===== src/rtl/servo_sweep_sequencer_pkg.sv =====
// Shared types and defaults for the lock servo sweep sequencer and its step prescaler.
// servo_ctrl uses the same end-stop and step-rate defaults.
package servo_pkg;

    typedef enum logic [1:0] {
        LOCKED  = 2'd0,
        OPENING = 2'd1,
        OPEN    = 2'd2,
        CLOSING = 2'd3
    } servo_state_t;

    localparam int unsigned DEF_RES        = 8;
    localparam int unsigned DEF_STEP_TICKS = 2_499_999;
    localparam int unsigned DEF_DUTY_LOCK  = 95;
    localparam int unsigned DEF_DUTY_OPEN  = 255;
    localparam int unsigned DEF_HOLD_STEPS = 200;

    // End stops must be ordered and representable in the RES+1 bit duty word.
    function automatic bit params_legal(input int unsigned res,
                                        input int unsigned duty_lock,
                                        input int unsigned duty_open);
        longint unsigned duty_max;
        duty_max = (64'd1 << (res + 1)) - 64'd1;
        return (duty_lock < duty_open) && (longint'(duty_open) <= duty_max);
    endfunction

endpackage


===== src/rtl/servo_sweep_sequencer_if.sv =====
// Request/status bundle between the lock FSM (master) and the sweep sequencer (slave).
// Requests are single-cycle pulses sampled on the next clock edge; there is no back-pressure.
interface servo_sweep_sequencer_if #(
    parameter int unsigned RES = servo_pkg::DEF_RES
);
    import servo_pkg::*;

    logic         unlock_req;
    logic         lock_req;
    logic [RES:0] duty;
    logic         busy;
    logic         is_open;
    logic         done;
    servo_state_t state_dbg;

    modport master (
        output unlock_req, lock_req,
        input  duty, busy, is_open, done, state_dbg
    );

    modport slave (
        input  unlock_req, lock_req,
        output duty, busy, is_open, done, state_dbg
    );

endinterface


===== src/rtl/servo_sweep_sequencer_step_tick.sv =====
// Step-rate prescaler: counts 0..STEP_TICKS and flags the wrap cycle as a one-cycle tick.
// clear_i restarts the count so the first tick after a clear lands STEP_TICKS+1 cycles later.
module servo_step_tick
    import servo_pkg::*;
#(
    parameter int unsigned STEP_TICKS = DEF_STEP_TICKS
) (
    input  logic clk,
    input  logic reset,
    input  logic clear_i,
    output logic tick_o
);

    logic [31:0] cnt_q;
    logic [31:0] cnt_d;

    assign tick_o = (cnt_q == STEP_TICKS);

    always_comb begin
        cnt_d = cnt_q + 32'd1;
        if (clear_i || tick_o) begin
            cnt_d = '0;
        end
    end

    always_ff @(posedge clk) begin
        if (reset) begin
            cnt_q <= '0;
        end else begin
            cnt_q <= cnt_d;
        end
    end

endmodule


===== src/rtl/servo_sweep_sequencer.sv =====
// Lock servo sequencer: ramps PWM duty between the locked and open end stops one step per
// prescaler tick, holds the bolt open for a bounded time, and always favours locking.
module servo_sweep_sequencer
    import servo_pkg::*;
#(
    parameter int unsigned RES        = DEF_RES,
    parameter int unsigned STEP_TICKS = DEF_STEP_TICKS,
    parameter int unsigned DUTY_LOCK  = DEF_DUTY_LOCK,
    parameter int unsigned DUTY_OPEN  = DEF_DUTY_OPEN,
    parameter int unsigned HOLD_STEPS = DEF_HOLD_STEPS
) (
    input logic                     clk,
    input logic                     reset,
    servo_sweep_sequencer_if.slave  bus
);

    localparam int unsigned     DW     = RES + 1;
    localparam logic [DW-1:0]   LOCK_V = DW'(DUTY_LOCK);
    localparam logic [DW-1:0]   OPEN_V = DW'(DUTY_OPEN);

    if (!params_legal(RES, DUTY_LOCK, DUTY_OPEN)) begin : g_bad_params
        $error("servo_sweep_sequencer: need DUTY_LOCK < DUTY_OPEN <= 2**(RES+1)-1");
    end

    servo_state_t  state_q, state_d;
    logic [DW-1:0] duty_q, duty_d;
    logic [DW-1:0] duty_up, duty_dn;
    logic [31:0]   hold_q, hold_d;
    logic          done_q, done_d;
    logic          busy_q, is_open_q;
    logic          step_clear;
    logic          step_tick;
    logic          unlock_only;

    servo_step_tick #(
        .STEP_TICKS (STEP_TICKS)
    ) u_step_tick (
        .clk     (clk),
        .reset   (reset),
        .clear_i (step_clear),
        .tick_o  (step_tick)
    );

    // Saturating single steps keep duty inside the end stops even on a reversal at a stop.
    assign duty_up = (duty_q < OPEN_V) ? duty_q + DW'(1) : duty_q;
    assign duty_dn = (duty_q > LOCK_V) ? duty_q - DW'(1) : duty_q;

    // lock_req beats unlock_req when both arrive together.
    assign unlock_only = bus.unlock_req && !bus.lock_req;

    always_comb begin
        state_d = state_q;
        duty_d  = duty_q;
        hold_d  = hold_q;
        done_d  = 1'b0;

        unique case (state_q)
            LOCKED: begin
                if (unlock_only) begin
                    state_d = OPENING;
                end
            end
            OPENING: begin
                if (bus.lock_req) begin
                    state_d = CLOSING;
                end else if (step_tick) begin
                    duty_d = duty_up;
                    if (duty_up == OPEN_V) begin
                        state_d = OPEN;
                        hold_d  = '0;
                        done_d  = 1'b1;
                    end
                end
            end
            OPEN: begin
                if (bus.lock_req) begin
                    state_d = CLOSING;
                end else if (bus.unlock_req) begin
                    hold_d = '0;
                end else if (step_tick) begin
                    hold_d = hold_q + 32'd1;
                    if ((HOLD_STEPS != 0) && (hold_q + 32'd1 == HOLD_STEPS)) begin
                        state_d = CLOSING;
                    end
                end
            end
            CLOSING: begin
                if (unlock_only) begin
                    state_d = OPENING;
                end else if (step_tick) begin
                    duty_d = duty_dn;
                    if (duty_dn == LOCK_V) begin
                        state_d = LOCKED;
                        done_d  = 1'b1;
                    end
                end
            end
            default: begin
                state_d = LOCKED;
                duty_d  = LOCK_V;
            end
        endcase
    end

    // Every entry into a timed state restarts the step period from zero.
    assign step_clear = (state_d != state_q) && (state_d != LOCKED);

    always_ff @(posedge clk) begin
        if (reset) begin
            state_q   <= LOCKED;
            duty_q    <= LOCK_V;
            hold_q    <= '0;
            done_q    <= 1'b0;
            busy_q    <= 1'b0;
            is_open_q <= 1'b0;
        end else begin
            state_q   <= state_d;
            duty_q    <= duty_d;
            hold_q    <= hold_d;
            done_q    <= done_d;
            busy_q    <= (state_d == OPENING) || (state_d == CLOSING);
            is_open_q <= (state_d == OPEN);
        end
    end

    assign bus.duty      = duty_q;
    assign bus.busy      = busy_q;
    assign bus.is_open   = is_open_q;
    assign bus.done      = done_q;
    assign bus.state_dbg = state_q;

endmodule


===== src/flat_wrapper.sv =====
// flat-port wrapper written by rule: the top's interface ports become plain ports
module servo_sweep_sequencer_flat import servo_pkg::*;
#(
    parameter int unsigned RES        = DEF_RES,
    parameter int unsigned STEP_TICKS = DEF_STEP_TICKS,
    parameter int unsigned DUTY_LOCK  = DEF_DUTY_LOCK,
    parameter int unsigned DUTY_OPEN  = DEF_DUTY_OPEN,
    parameter int unsigned HOLD_STEPS = DEF_HOLD_STEPS
)
  (clk, reset, bus_unlock_req, bus_lock_req, bus_duty, bus_busy, bus_is_open, bus_done, bus_state_dbg);
  servo_sweep_sequencer_if #(.RES(RES)) bus_i ();
  input logic clk;
  input logic reset;
  input wire logic [$bits(bus_i.unlock_req)-1:0] bus_unlock_req;
  input wire logic [$bits(bus_i.lock_req)-1:0] bus_lock_req;
  output wire logic [$bits(bus_i.duty)-1:0] bus_duty;
  output wire logic [$bits(bus_i.busy)-1:0] bus_busy;
  output wire logic [$bits(bus_i.is_open)-1:0] bus_is_open;
  output wire logic [$bits(bus_i.done)-1:0] bus_done;
  output wire logic [$bits(bus_i.state_dbg)-1:0] bus_state_dbg;
  assign bus_i.unlock_req = bus_unlock_req;
  assign bus_i.lock_req = bus_lock_req;
  assign bus_duty = bus_i.duty;
  assign bus_busy = bus_i.busy;
  assign bus_is_open = bus_i.is_open;
  assign bus_done = bus_i.done;
  assign bus_state_dbg = bus_i.state_dbg;
  servo_sweep_sequencer #(.RES(RES), .STEP_TICKS(STEP_TICKS), .DUTY_LOCK(DUTY_LOCK), .DUTY_OPEN(DUTY_OPEN), .HOLD_STEPS(HOLD_STEPS)) u_core (.clk(clk), .reset(reset), .bus(bus_i));
endmodule

===== config.mk =====
export PLATFORM = sky130hd
export DESIGN_NAME = servo_sweep_sequencer_flat
export DESIGN_NICKNAME = d
export VERILOG_FILES = /design/src/rtl/servo_sweep_sequencer_pkg.sv /design/src/rtl/servo_sweep_sequencer_if.sv /design/src/rtl/servo_sweep_sequencer_step_tick.sv /design/src/rtl/servo_sweep_sequencer.sv /design/src/flat_wrapper.sv
export SDC_FILE = /design/constraint.sdc
export NUM_CORES = 1
export LEC_CHECK = 0
export ABC_AREA = 1
export CORE_MARGIN = 5
export CORE_UTILIZATION = 56
export DETAILED_ROUTE_END_ITERATION = 10
export PLACE_DENSITY = 0.77
export SLEW_MARGIN = 25
export SYNTH_ARGS = -nofsm -noshare
export SYNTH_HDL_FRONTEND = slang
export SYNTH_SLANG_ARGS = --single-unit

===== constraint.sdc =====
create_clock -name clk -period 2.6 [get_ports clk]
set_clock_uncertainty 0.15 [all_clocks]
set_input_delay 0.26 -clock clk [delete_from_list [all_inputs] [get_ports clk]]
set_output_delay 0.26 -clock clk [all_outputs]
set_load 0.02 [all_outputs]

==> flow_summary.yaml, run 1 <==
sta:
  max_freq_mhz: 371
  finalHoldViolations: 0
  worst_pin_slew_ps: 572
  fin_crit_ps: 2690
  drv_slew: 0
  rsz0062_at_grt: "yes"
  setup_ws_ps: -94.2
  setup-tns-final_ps: -2370
  finalCritPeriodShare_pct: 104
  finalSetupViolCount: 32
  relSlewSlack_pct: 61.5
grt:
  grt_pass1_wl_mm: 25.0
  track_usage_pct: 26.1
  grt_start_max_net_pins: 29
  grt_use_met3_pct: 4.62
  grt.met2_usage_pct: 42.9
  antenna_found_initial: 0
  grt_pass1_vias: 5647
  grt-ovfl-total: 0
  busiest_layer: "met2"
  grt_use_met1_pct: 34.7
power_and_ir_drop:
  vdd_drop_max_mv: 0.448
  p_leak_nw: 2.68
  power.switching_mw: 1.62
  clock_power_share_pct: 21.3
  p_per_area_nw_per_um2: 599
  seqPwrFrac_pct: 37.6
  swShare_pct: 40.9
  finalPower_mw: 3.96
  p_int_mw: 2.34
  power_frac_comb_pct: 41.1
detailed_routing:
  via_per_inst: 5.36
  drc: 0
  drt_first_pass_iters: 6
  vias: 5814
  ant_nets: 0
  drt_iter0_markers: 431
  wl_per_cell_um: 13.6
  wl_mm: 14.7
run:
  maxCapViolCount: 0
die:
  start_util_pct: 57.5
  chipWidth_um: 108
  coreArea_um2: 9280
  ios: 18
  dieArea_um2: 11600
  rows: 35
  die_h_um: 108
critical_path:
  end_kind: "flip-flop"
  worstRegToRegCells: 20
  cpMostUsedCell: "nand2_1"
  r2r-end: "u_core.u_step_tick.cnt_q[8]"
  path_delay_family: "simple AND/OR/NAND/NOR gates"
  r2r_slack_ps: -90
  critPathMaxStageDelay_ps: 370
  crit_path_top_delay_cell: "dfxtp_2"
  crit_chain: "buf_6 -> nand2_2 -> nor2_4 -> nand2_4 -> nor2_4 -> nand2_1 -> nand2_1 -> nand2_2 -> nor2_1 -> nand2_1 -> nor2_2 -> nand3_2 -> nand2_1 -> nand2_1 -> nand3_1 -> nand2_1 -> a21oi_2 -> nand2_4 -> buf_12 -> nor2_2"
  critPathKind: "flip-flop to flip-flop"
  start_kind: "flip-flop"
  r2r-start: "u_core.hold_q[1]"
  arrival_ps: 2850
  cp_num_buf_inv: 2
  worstPathRequired_ps: 2750
  path_max_fanout: 14
clocking:
  clk_latency_ps: 360
  cts_sinks: 77
  cts_max_level: 3
  cts_buffers: 9
  cts_tree: "yes"
  clkTransAtPathRegs_ps: 80
  clock_path_buffers: 2
  cts_hold_buf: 0
  clockRootBuffer: "clkbuf_8"
hold_path:
  hp-class: "flip-flop to flip-flop"
  worstHoldStart: "u_core.u_step_tick.cnt_q[0]"
  whs_path_depth: 1
  min_to: "u_core.u_step_tick.cnt_q[0]"
placed_design:
  post-place-ws_ps: -209
  io_buffer_count: 17
  place_hpwl_mm: 10.9
  placedCellCount: 1063
  place.gp.congestion: 0.971
layout:
  nets: 963
  multiInputGateArea_um2: 3440
  regArea_um2: 1560
  antenna_cells: 0
  drive_above_1_share_pct: 21.3
  stdcell_count: 1084
  area_delta_synth_final_pct: 24.0
  n_fill_cell: 800
synthesis:
  synth_warnings: 0
  ys_types: 37
  synthArstFlopShare_pct: 0
  synthFlopType: "dfxtp_1"
  syn_nets: 878
  syn_avg_cell_area_um2: 6.16
  synth-edff-count: 0
  synth-seq-area-share_pct: 28.9
  ys_ff_latch: 77
  synth_area_um2: 5330
  syn_inst: 866
run_status:
  violations: "setup timing"
  status: "finished with violations"
-- timing repair --
action	in CTS	in global routing
setup endpoints to repair	35	64
gates cloned	0	0
pin swaps	9	5
resized for setup	39	49
buffers inserted	3	4
-- flip-flops by register name (all words and copies together), names as in the netlist --
register,cells
u_core.hold_q,32
u_core.u_step_tick.cnt_q,32
u_core.bus.duty,9
u_core.bus.state_dbg,2
u_core.bus.done,1
u_core.bus.is_open,1
-- layer usage --
layer	routed length (um)	part of all wire, %	up-vias
li1	-	-	2917
met1	6660	45	2664
met2	6850	47	202
met3	885	6.0	31
met4	312	2.1	0
met5	0	0	-
-- cell usage after synthesis (11+ instances only) --
master,instances,area [um^2]
xor2_1,27,236
nor2_1,106,398
inv_1,110,413
nor3_1,11,55.1
dfxtp_1,77,1540
nand3b_1,11,82.6
nor2_2,35,219
nand2_1,248,931
a211oi_1,12,90.1
a21oi_1,48,240
o21ai_0,20,100
nand3_1,68,340
nand4_1,16,100
-- how the worst max path moves through the flow --
stage	from	to	slack, ps	depth (start not counted)
3_3_place_gp	u_core.hold_q[11]	u_core.u_step_tick.cnt_q[15]	-160	19
2_1_floorplan	u_core.bus.duty[0]	u_core.u_step_tick.cnt_q[8]	30	20
6_report	u_core.hold_q[1]	u_core.u_step_tick.cnt_q[8]	-90	20
3_5_place_dp	u_core.hold_q[1]	u_core.u_step_tick.cnt_q[18]	-210	20
4_1_cts	u_core.hold_q[1]	u_core.u_step_tick.cnt_q[8]	-60	21
5_1_grt	u_core.hold_q[1]	u_core.u_step_tick.cnt_q[31]	-270	22
-- power by group through the flow --
stage / combinational, mW / sequential, mW / clock [mW]
2_1_floorplan: 0.997 / 1.47 / 0
6_report: 1.63 / 1.49 / 0.844
3_3_place_gp: 1.38 / 1.48 / 0
3_5_place_dp: 1.43 / 1.48 / 0
5_1_grt: 1.78 / 1.51 / 0.917
4_1_cts: 1.46 / 1.47 / 0.850
-- logic make-up (layout without fill, tap and decap cells) --
| family | count (synthesis) | in the layout | synth area share [%] |
|---|---|---|---|
| and+or+nand+nor | 513 | 513 | 42.6 |
| buffers and inverters | 137 | 226 | 10.5 |
| AOI/OAI and AO/OA | 94 | 94 | 10.1 |
| DFF | 77 | 77 | 28.9 |
| xor gates and xnor gates | 37 | 37 | 6.08 |
| adders and majority gates | 8 | 8 | 1.88 |
-- cell usage in the layout (no fill, tap or decap), types with 11 or more instances in the layout --
cell type / netlist / layout
nand3b_1: 11 / 11
xor2_1: 27 / 27
a21oi_1: 48 / 47
nor2_1: 106 / 87
clkbuf_8: 0 / 11
nor2_2: 35 / 42
dfxtp_2: 0 / 12
nand2_2: 4 / 14
buf_4: 4 / 72
o21ai_0: 20 / 17
nor2_4: 3 / 15
nand2_1: 248 / 235
inv_1: 110 / 106
a211oi_1: 12 / 12
dfxtp_1: 77 / 64
clkdlybuf4s50_1: 0 / 17
nand4_1: 16 / 16
nand3_1: 68 / 67
-- metrics by stage --
step | hold slack, ps | util [%] | instance area, um^2
after floorplan | 262 | - | 5340
after global placement | 272 | 66.1 | 6130
after detailed placement | 285 | 66.1 | 6130
after CTS | 301 | 69.4 | 6440
after global routing | 281 | 71.2 | 6610
final | 271 | 71.2 | 6610
-- layout make-up --
cell class | count | share of cell area [%]
clock buffer | 12 | 2.35
tap | 129 | 2.44
multi-input combinational | 652 | 52.0
timing repair buffer | 98 | 12.8
clock inverter | 3 | 0.322
sequential | 77 | 23.6
inverter | 113 | 6.49
Note: power is estimated with default switching activity, not from simulation.
==> run 2, diff against run 1 <==
--- a/config.mk
+++ b/config.mk
@@ -8,6 +8,7 @@
 export ABC_AREA = 1
 export CORE_MARGIN = 5
 export CORE_UTILIZATION = 56
+export CTS_CLUSTER_DIAMETER = 30
 export DETAILED_ROUTE_END_ITERATION = 10
 export PLACE_DENSITY = 0.77
 export SLEW_MARGIN = 25
==> results of run 2 <==
The final DEF is identical to that of run 1; final timing and power are the same.
==> run 3, diff against run 2 <==
--- a/config.mk
+++ b/config.mk
@@ -7,10 +7,10 @@
 export LEC_CHECK = 0
 export ABC_AREA = 1
 export CORE_MARGIN = 5
-export CORE_UTILIZATION = 56
+export CORE_UTILIZATION = 60
 export CTS_CLUSTER_DIAMETER = 30
 export DETAILED_ROUTE_END_ITERATION = 10
-export PLACE_DENSITY = 0.77
+export PLACE_DENSITY = 0.78
 export SLEW_MARGIN = 25
 export SYNTH_ARGS = -nofsm -noshare
 export SYNTH_HDL_FRONTEND = slang
==> constraint.sdc (replaced) <==
create_clock -name clk -period 3 [get_ports clk]
set_clock_uncertainty 0.15 [all_clocks]
set_input_delay 0.3 -clock clk [delete_from_list [all_inputs] [get_ports clk]]
set_output_delay 0.3 -clock clk [all_outputs]
set_load 0.02 [all_outputs]
==> flow_summary.yaml, run 3 (synthesis gave the netlist of run 1 again) <==
critical_path:
  critPathKind: "flip-flop to flip-flop"
  end_kind: "flip-flop"
  crit_chain: "nand2_1 -> nor2_4 -> nand2_4 -> nand2_4 -> nand2_2 -> o21ai_2 -> nand3_1 -> nor2_2 -> nand2_1 -> nand2_1 -> nand2_1 -> nor2_2 -> nand2_1 -> nand2_1 -> nand2_1 -> nand2_1 -> nand2_2 -> nand2_4 -> buf_12 -> nor2_2"
  path_max_fanout: 17
  crit_path_top_delay_cell: "dfxtp_1"
  critPathMaxStageDelay_ps: 460
  cpMostUsedCell: "nand2_1"
  arrival_ps: 2870
  path_delay_family: "simple AND/OR/NAND/NOR gates"
  start_kind: "flip-flop"
  cp_num_buf_inv: 1
  worstPathRequired_ps: 3110
placed_design:
  io_buffer_count: 17
  place.gp.congestion: 0.963
  place_hpwl_mm: 10.0
layout:
  drive_above_1_share_pct: 11.7
  final_util_pct: 68.1
  nets: 899
  area_delta_synth_final_pct: 10.8
  final_common_cell: "nand2_1"
  n_fill_cell: 792
  antenna_cells: 0
  final_cell_mix: "nand2_1 (245), inv_1 (110), nor2_1 (98)"
clocking:
  cts_buffers: 9
  clockRootBuffer: "clkbuf_8"
  cts_max_level: 3
  clkTransAtPathRegs_ps: 100
  cts_tree: "yes"
  clock_path_buffers: 2
  cts_sinks: 77
  cts_hold_buf: 0
  clk_latency_ps: 370
run_status:
  status: "finished clean"
detailed_routing:
  drt_iter0_markers: 258
  via_per_inst: 5.49
  vias: 5486
  drc: 0
  wl_mm: 13.4
  drt_first_pass_iters: 5
  ant_nets: 0
  wl_per_cell_um: 13.4
power_and_ir_drop:
  p_per_area_nw_per_um2: 544
  p_int_mw: 1.88
  swShare_pct: 41.6
  seqPwrFrac_pct: 39.3
  power.switching_mw: 1.34
  finalPower_mw: 3.22
  vdd_drop_max_mv: 0.344
  p_leak_nw: 2.33
  power_frac_comb_pct: 37.0
  clock_power_share_pct: 23.7
sta:
  finalCritPeriodShare_pct: 92.0
  finalHoldViolations: 0
  worst_pin_slew_ps: 624
  relSlewSlack_pct: 58.0
  setup-tns-final_ps: 0
  fin_crit_ps: 2760
  hold_ws_ps: 301
  drv_slew: 0
  max_freq_mhz: 362
  finalSetupViolCount: 0
grt:
  grt_pass1_wl_mm: 22.6
  busiest_layer: "met2"
  antenna_found_initial: 0
  grt_use_met3_pct: 3.85
  track_usage_pct: 24.4
  grt_pass1_vias: 4996
  grt_start_max_net_pins: 36
  grt_use_met1_pct: 30.8
  grt-ovfl-total: 0
  grt.met2_usage_pct: 42.5
hold_path:
  hp-class: "flip-flop to flip-flop"
die:
  chipWidth_um: 104
  ios: 18
  dieArea_um2: 10900
  coreArea_um2: 8680
  start_util_pct: 61.5
  rows: 34
  die_h_um: 104
run:
  maxCapViolCount: 0
==> run 3: changes by cell type in the layout (fill, tap and decap cells not counted), moves of 4 or more <==
cell / delta
buf_4: -58
buf_6: -5
dfxtp_1: +7
dfxtp_2: -7
inv_1: +4
nand2_1: +10
nand2_2: -7
nor2_1: +11
nor2_4: -9
==> run 3: final timing paths <==
kind | endpoint | depth (start not counted) | from | slack (ps)
hold reg to reg | u_core.u_step_tick.cnt_q[0] | 1 | u_core.u_step_tick.cnt_q[0] | 300
setup reg to reg | u_core.u_step_tick.cnt_q[6] | 20 | u_core.bus.duty[4] | 240
setup / recovery | u_core.u_step_tick.cnt_q[6] | 20 | u_core.bus.duty[4] | 240
hold / removal | u_core.u_step_tick.cnt_q[0] | 1 | u_core.u_step_tick.cnt_q[0] | 300
==> run 3: power by group through the flow <==
stage          clock, mW  combinational (mW)  sequential (mW)
2_1_floorplan          0               0.864             1.27
3_3_place_gp           0                1.15             1.27
3_5_place_dp           0                1.18             1.28
4_1_cts            0.773                1.19             1.26
5_1_grt            0.823                1.32             1.28
6_report           0.763                1.19             1.26
==> run 3: through the flow <==
stage | instances | cell area [um^2] | setup WS, ps
finish | 1000 | 5910 | 240
global route | 1000 | 5910 | -15.0
CTS | 999 | 5840 | 50.8
detailed placement | 983 | 5660 | 75.8
global placement | 983 | 5660 | 198
floorplan | 866 | 5330 | 399
==> run 3: timing repair <==
item | CTS | global route
setup buffers | 0 | 1
resized for setup | 0 | 25
setup endpoints to repair | 0 | 46
==> run 3: per-layer routing <==
metal / wire, um / share of wire, %
met4: 301 / 2.2
met2: 6600 / 49
met3: 684 / 5.1
met1: 5850 / 44
met5: 0 / 0
==> run 3: final cells by class <==
| type | count | area [um^2] | area share, % |
|---|---|---|---|
| well taps | 108 | 135 | 2.29 |
| repair buffers | 34 | 335 | 5.67 |
| clock inverters | 7 | 57.6 | 0.974 |
| clock buffers | 9 | 124 | 2.10 |
| flip-flops and latches | 77 | 1550 | 26.3 |
| inverters | 113 | 424 | 7.18 |
| multi-input cells | 652 | 3280 | 55.5 |
